--- config.mk ---
export PLATFORM = sky130hd
export DESIGN_NAME = processor
export DESIGN_NICKNAME = d
export VERILOG_FILES = /design/src/rtl/processor.sv
export SDC_FILE = /design/constraint.sdc
export NUM_CORES = 2
export LEC_CHECK = 0
export CAP_MARGIN = 0
export CORE_ASPECT_RATIO = 0.75
export CORE_UTILIZATION = 51
export DETAILED_ROUTE_END_ITERATION = 7
export GPL_ROUTABILITY_DRIVEN = 0
export HOLD_SLACK_MARGIN = 0.12
export PLACE_DENSITY = 0.67
export SLEW_MARGIN = 5
export SYNTH_ARGS = -nofsm -noshare
export SYNTH_HDL_FRONTEND = slang
export SYNTH_SLANG_ARGS = --single-unit
--- constraint.sdc ---
create_clock -name clk -period 100 [get_ports clk]
set_clock_uncertainty 0.05 [all_clocks]
set_input_delay 20 -clock clk [delete_from_list [all_inputs] [get_ports clk]]
set_output_delay 20 -clock clk [all_outputs]
set_load 0.02 [all_outputs]
--- src/rtl/processor.sv ---
// ---------------------------------------------------------------------------
// processor : 24-bit multi-cycle ASIP core (ROM, 16x24 regfile, data RAM,
//             multiply, iterative restoring divide, conditional branch)
// Revision  : 1.0 - initial release
// ---------------------------------------------------------------------------
`default_nettype none

module processor #(
  parameter int IMEM_DEPTH = 256,
  parameter int DMEM_DEPTH = 256,
  parameter int DIV_CYCLES = 24
) (
  input  logic        clk,
  input  logic        rst,
  input  logic [3:0]  btn,
  output logic [15:0] pc,
  output logic [23:0] inst,
  output logic [47:0] result,
  output logic [63:0] data,
  output logic        enable
);

  localparam int IAW = $clog2(IMEM_DEPTH);
  localparam int DAW = $clog2(DMEM_DEPTH);
  localparam int CW  = $clog2(DIV_CYCLES);

  localparam logic [3:0] c_OP_MULT  = 4'b0000;
  localparam logic [3:0] c_OP_MULTI = 4'b0001;
  localparam logic [3:0] c_OP_DIV   = 4'b0011;
  localparam logic [3:0] c_OP_ADD   = 4'b0100;
  localparam logic [3:0] c_OP_LDR   = 4'b0101;
  localparam logic [3:0] c_OP_STR   = 4'b0110;
  localparam logic [3:0] c_OP_BCND  = 4'b1000;
  localparam logic [3:0] c_OP_ADDI  = 4'b1111;

  localparam logic [23:0] c_NOP = 24'h700000;
  localparam logic [23:0] c_ROM [0:7] = '{
    24'hF66060, 24'h066600, 24'h166004, 24'h570001,
    24'h670001, 24'h311003, 24'h432100, 24'h806511
  };

  typedef enum logic [2:0] {
    S_FETCH  = 3'd0,
    S_DECODE = 3'd1,
    S_EXEC   = 3'd2,
    S_DIVW   = 3'd3,
    S_WB     = 3'd4
  } state_t;

  state_t       r_state;
  logic [15:0]  r_pc;
  logic [23:0]  r_inst;
  logic [47:0]  r_result;
  logic [63:0]  r_data;
  logic         r_enable;
  logic [23:0]  r_a;
  logic [23:0]  r_b;
  logic [23:0]  r_d;
  logic [47:0]  r_alu;
  logic         r_taken;
  logic [23:0]  r_div_rem;
  logic [23:0]  r_div_quo;
  logic [CW-1:0] r_div_cnt;
  logic [23:0]  r_regs [16];
  logic [23:0]  r_dmem [DMEM_DEPTH];

  logic [3:0]     w_op;
  logic [3:0]     w_rd;
  logic [3:0]     w_rn;
  logic [3:0]     w_rm;
  logic [23:0]    w_imm;
  logic [DAW-1:0] w_daddr;
  logic [IAW-1:0] w_iaddr;
  logic [23:0]    w_rom_word;
  logic [24:0]    w_div_shift;
  logic [25:0]    w_div_sub;
  logic           w_div_ok;
  logic [23:0]    w_rem_next;
  logic [23:0]    w_quo_next;
  logic           w_unused;

  assign w_op    = r_inst[23:20];
  assign w_rd    = r_inst[19:16];
  assign w_rn    = r_inst[15:12];
  assign w_rm    = r_inst[11:8];
  assign w_imm   = {12'd0, r_inst[11:0]};
  assign w_daddr = r_inst[DAW-1:0];
  assign w_iaddr = r_pc[IAW-1:0];
  assign w_rom_word = (w_iaddr < IAW'(8)) ? c_ROM[w_iaddr[2:0]] : c_NOP;

  // One restoring-division step; a zero divisor naturally yields all-ones.
  assign w_div_shift = {r_div_rem, r_div_quo[23]};
  assign w_div_sub   = {1'b0, w_div_shift} - {2'b00, r_b};
  assign w_div_ok    = ~w_div_sub[25];
  assign w_rem_next  = w_div_ok ? w_div_sub[23:0] : w_div_shift[23:0];
  assign w_quo_next  = {r_div_quo[22:0], w_div_ok};

  assign w_unused = ^btn[3:1];

  assign pc     = r_pc;
  assign inst   = r_inst;
  assign result = r_result;
  assign data   = r_data;
  assign enable = r_enable;

  always_ff @(posedge clk or posedge rst) begin
    if (rst) begin
      r_state   <= S_FETCH;
      r_pc      <= '0;
      r_inst    <= '0;
      r_result  <= '0;
      r_data    <= '0;
      r_enable  <= 1'b0;
      r_a       <= '0;
      r_b       <= '0;
      r_d       <= '0;
      r_alu     <= '0;
      r_taken   <= 1'b0;
      r_div_rem <= '0;
      r_div_quo <= '0;
      r_div_cnt <= '0;
      for (int i = 0; i < 16; i++)
        r_regs[i] <= (i == 1) ? 24'd30 : (i == 2) ? 24'd48 : 24'd0;
      for (int i = 0; i < DMEM_DEPTH; i++)
        r_dmem[i] <= (i == 1) ? 24'd15 : 24'd0;
    end else if (!btn[0]) begin
      r_enable <= 1'b0;
    end else begin
      r_enable <= 1'b0;
      case (r_state)
        S_FETCH: begin
          r_inst  <= w_rom_word;
          r_state <= S_DECODE;
        end
        S_DECODE: begin
          r_a     <= r_regs[w_rn];
          r_b     <= r_regs[w_rm];
          r_d     <= r_regs[w_rd];
          r_state <= S_EXEC;
        end
        S_EXEC: begin
          r_state <= S_WB;
          r_taken <= 1'b0;
          case (w_op)
            c_OP_MULT:  r_alu <= 48'(r_a) * 48'(r_b);
            c_OP_MULTI: r_alu <= 48'(r_a) * 48'(w_imm);
            c_OP_ADD:   r_alu <= {24'd0, r_a + r_b};
            c_OP_ADDI:  r_alu <= {24'd0, r_a + w_imm};
            c_OP_LDR:   r_alu <= {24'd0, r_dmem[w_daddr]};
            c_OP_STR:   r_alu <= {24'd0, r_d};
            c_OP_BCND: begin
              r_alu   <= {40'd0, r_inst[7:0]};
              r_taken <= (r_a != r_b);
            end
            c_OP_DIV: begin
              r_b       <= w_imm;
              r_div_rem <= '0;
              r_div_quo <= r_a;
              r_div_cnt <= CW'(DIV_CYCLES - 1);
              r_state   <= S_DIVW;
            end
            default:    r_alu <= r_result;
          endcase
        end
        S_DIVW: begin
          r_div_rem <= w_rem_next;
          r_div_quo <= w_quo_next;
          r_div_cnt <= r_div_cnt - CW'(1);
          if (r_div_cnt == '0) begin
            r_alu   <= {24'd0, w_quo_next};
            r_state <= S_WB;
          end
        end
        S_WB: begin
          case (w_op)
            c_OP_MULT, c_OP_MULTI, c_OP_DIV, c_OP_ADD, c_OP_LDR, c_OP_ADDI:
              r_regs[w_rd] <= r_alu[23:0];
            c_OP_STR:
              r_dmem[w_daddr] <= r_d;
            default: ;
          endcase
          r_pc     <= r_taken ? {8'd0, r_inst[7:0]} : r_pc + 16'd1;
          r_result <= r_alu;
          r_data   <= {r_pc, r_inst, r_alu[23:0]};
          r_enable <= 1'b1;
          r_taken  <= 1'b0;
          r_state  <= S_FETCH;
        end
        default: r_state <= S_FETCH;
      endcase
    end
  end

endmodule

`default_nettype wire

==> results_dict.tcl <==
set metrics [dict create \
    outcome "finished with violations" \
    violations "antenna violations, max-capacitance violations, max-slew violations" \
    cts_made_buffers 133 \
    grt_pass1_wl_mm 424 \
    synth_top_cell_area_share_pct 35.1 \
    wirelength_mm 282 \
    dpl.hpwl_mm 190 \
    cts_resized 0 \
    period_share_pct 24.1 \
    synthTopCellsByCount "dfrtp_1, mux2_2, nand2_1" \
    dpl_cell_area_um2 92100 \
    yosysTopAreaCell "dfrtp_1" \
    hold_depth 2 \
    irDropWorstVdd_v 0.0000192 \
    hp-class "flip-flop to flip-flop" \
    path_clk_slew_ps 60 \
    track_usage_pct 32.3 \
    syn_inst 8128 \
    grt_overflow_total 0 \
    worst_pin_slew_ps 1590 \
    fin_nets 9026 \
    cp-start-kind "primary input" \
    clock_latency_ps 800 \
    die_w_um 483 \
    yosys-top-cells-area "dfrtp_1, fa_1, mux2_2, ha_1, mux4_2" \
    end_kind "flip-flop" \
    yosys_register_bits 1252 \
    via_count 65000 \
    maxCapViolations 1 \
    hold_viol 0 \
    avgSynthCellArea_um2 10.9 \
    drt-vias-per-instance 6.26 \
    ios 159 \
    cts-htree-levels 4 \
    antenna_found_initial 19 \
    synth_warnings 0 \
    finalSetupTns_ps 0 \
    worstPathRequired_ps 100610 \
    maxSlewViolCount 2 \
    postCtsSetupBuffers 0 \
    synthToLayoutAreaGrowth_pct 9.01 \
    cts_tree "yes" \
    design.core.area_um2 173000 \
    ys_types 103 \
    path_class "primary input to flip-flop" \
    initial_core_util_pct 51.4 \
    rsz0062_at_grt "false" \
    min_period_ps 24080 \
    finish.instance_area_um2 96600 \
    syn-cell-area_um2 88700 \
    ys_seq_area_share_pct 35.4 \
    async_flop_share_pct 100 \
    port_buffers 145 \
    critPathArrivalTime_ps 24690 \
    hold_buffers 0 \
    synthFlopType "dfrtp_1" \
    fp-row-count 132 \
    drive_gt1_share_pct 20.8 \
    cts_buffer_depth 3 \
    die_y_um 363 \
    grt_max_degree 175 \
    grt_pass1_vias 66100 \
    setup_violations 0 \
    cts_root_buffer "clkbuf_16" \
    drc 0 \
    firstDrtPassIters 6 \
    postRouteAntennaNets 1 \
    wire_per_inst_um 27.1 \
    power_density_nw_per_um2 17.3 \
    drt_iter0_drc 7715 \
    yosysMostFrequentCell "dfrtp_1" \
    hold_slack_ps 417 \
    crit_fanout 55 \
    relSlewSlack_pct -7.30 \
    p_leak_nw 46.9 \
    max_freq_mhz 41.5 \
    synth_edf_count 0 \
    clock_sinks 1252 \
    die-area_um2 176000 \
    r2r_cells 23 \
]
==> cells by family after synthesis <==
group | Yosys count | synth area share (%)
adders and majority gates | 1023 | 19.8
and+or+nand+nor | 1812 | 9.63
AOI/OAI and AO/OA | 1117 | 8.62
buffers and inverters | 1505 | 6.75
other | 1 | 0.00423
muxes | 1324 | 18.9
DFF | 1252 | 35.4
xor gates and xnor gates | 94 | 0.929
==> power breakdown <==
part           leakage [nW]  internal, mW  switching, mW
clock network          2.20         0.289          0.223
logic                  27.5         0.172          0.367
registers              17.3         0.546         0.0701
total                  46.9          1.01          0.660
==> path summary, 6_finish.rpt <==
kind                                             from                  endpoint  slack (ps)
worst min register to register  r_alu[47]$_DFFE_PP0P_    result[47]$_DFFE_PP0P_         420
worst min-delay path            r_alu[47]$_DFFE_PP0P_    result[47]$_DFFE_PP0P_         420
worst max register to register    r_a[14]$_DFFE_PP0P_     r_alu[34]$_DFFE_PP0P_       91440
worst max-delay path                           btn[0]  r_dmem[3311]$_DFFE_PP0P_       75920
max in group asynchronous                         rst    result[42]$_DFFE_PP0P_       76840
min in group asynchronous                         rst  r_dmem[3721]$_DFFE_PP0P_       19810
==> sequential cells by signal, indices dropped and copies added (netlist names), 17 cells and up <==
name,count
r_b,24
r_div_rem,24
data,33
inst,17
r_regs,192
r_div_quo,24
r_d,24
r_dmem,768
result,48
r_a,24
r_alu,48
==> worst max-delay path, cell delays in order <==
cell and delay (ps):
clkdlybuf4s50_1 750, nand3_4 650, clkinv_2 140, buf_4 500, nand4_2 630, nor4_4 1040, buf_4 460, mux2_2 380
==> layout make-up <==
cell class	instances	area, µm²
fillers	14300	75900
multi-input cells	5380	51600
flip-flops and latches	1252	31400
clock buffers	198	3850
inverters	877	3300
repair buffers	353	3040
well taps	2278	2850
clock inverters	44	649
diodes	7	17.5
==> per-layer routing <==
layer / wire, µm / track usage [%]
met2: 117000 / 45.8
met1: 118000 / 46.1
met4: 10800 / 12.2
met5: 54 / 0
met3: 35700 / 10.2
==> placed cells by master, fill, tap and decap left out, drive strengths merged, types with 26 or more instances in the layout <==
master         Yosys  routed
a211oi            28      28
a21o              51      51
a21oi            188     188
a221oi            92      92
a22o              37      37
a22oi            184     184
a31oi             26      26
and2             396     396
and3              30      30
buf              194     208
clkbuf           434     198
clkdlybuf4s50      0     145
clkinv             2      32
dfrtp           1242    1242
fa               635     635
ha               388     388
inv              875     880
mux2            1016    1016
mux2i            130     130
mux4             178     178
nand2            915     915
nand3             83      83
nand4             41      41
nor2             197     197
nor2b             28      28
nor3              40      40
o211ai            53      53
o21ai            267     267
xnor2             57      57
xor2              37      37
==> through the flow <==
stage	utilization, %	std cells	power [mW]	worst slack, ps
3_3_place_gp	53.4	10100	1.13	75290
2_1_floorplan	-	8137	0.918	44690
6_report	56.0	10400	1.67	75920
5_1_grt	56.0	10400	1.73	75810
3_5_place_dp	53.4	10100	1.14	75260
4_1_cts	56.0	10400	1.65	76050
Note: power is estimated with default switching activity, not from simulation.
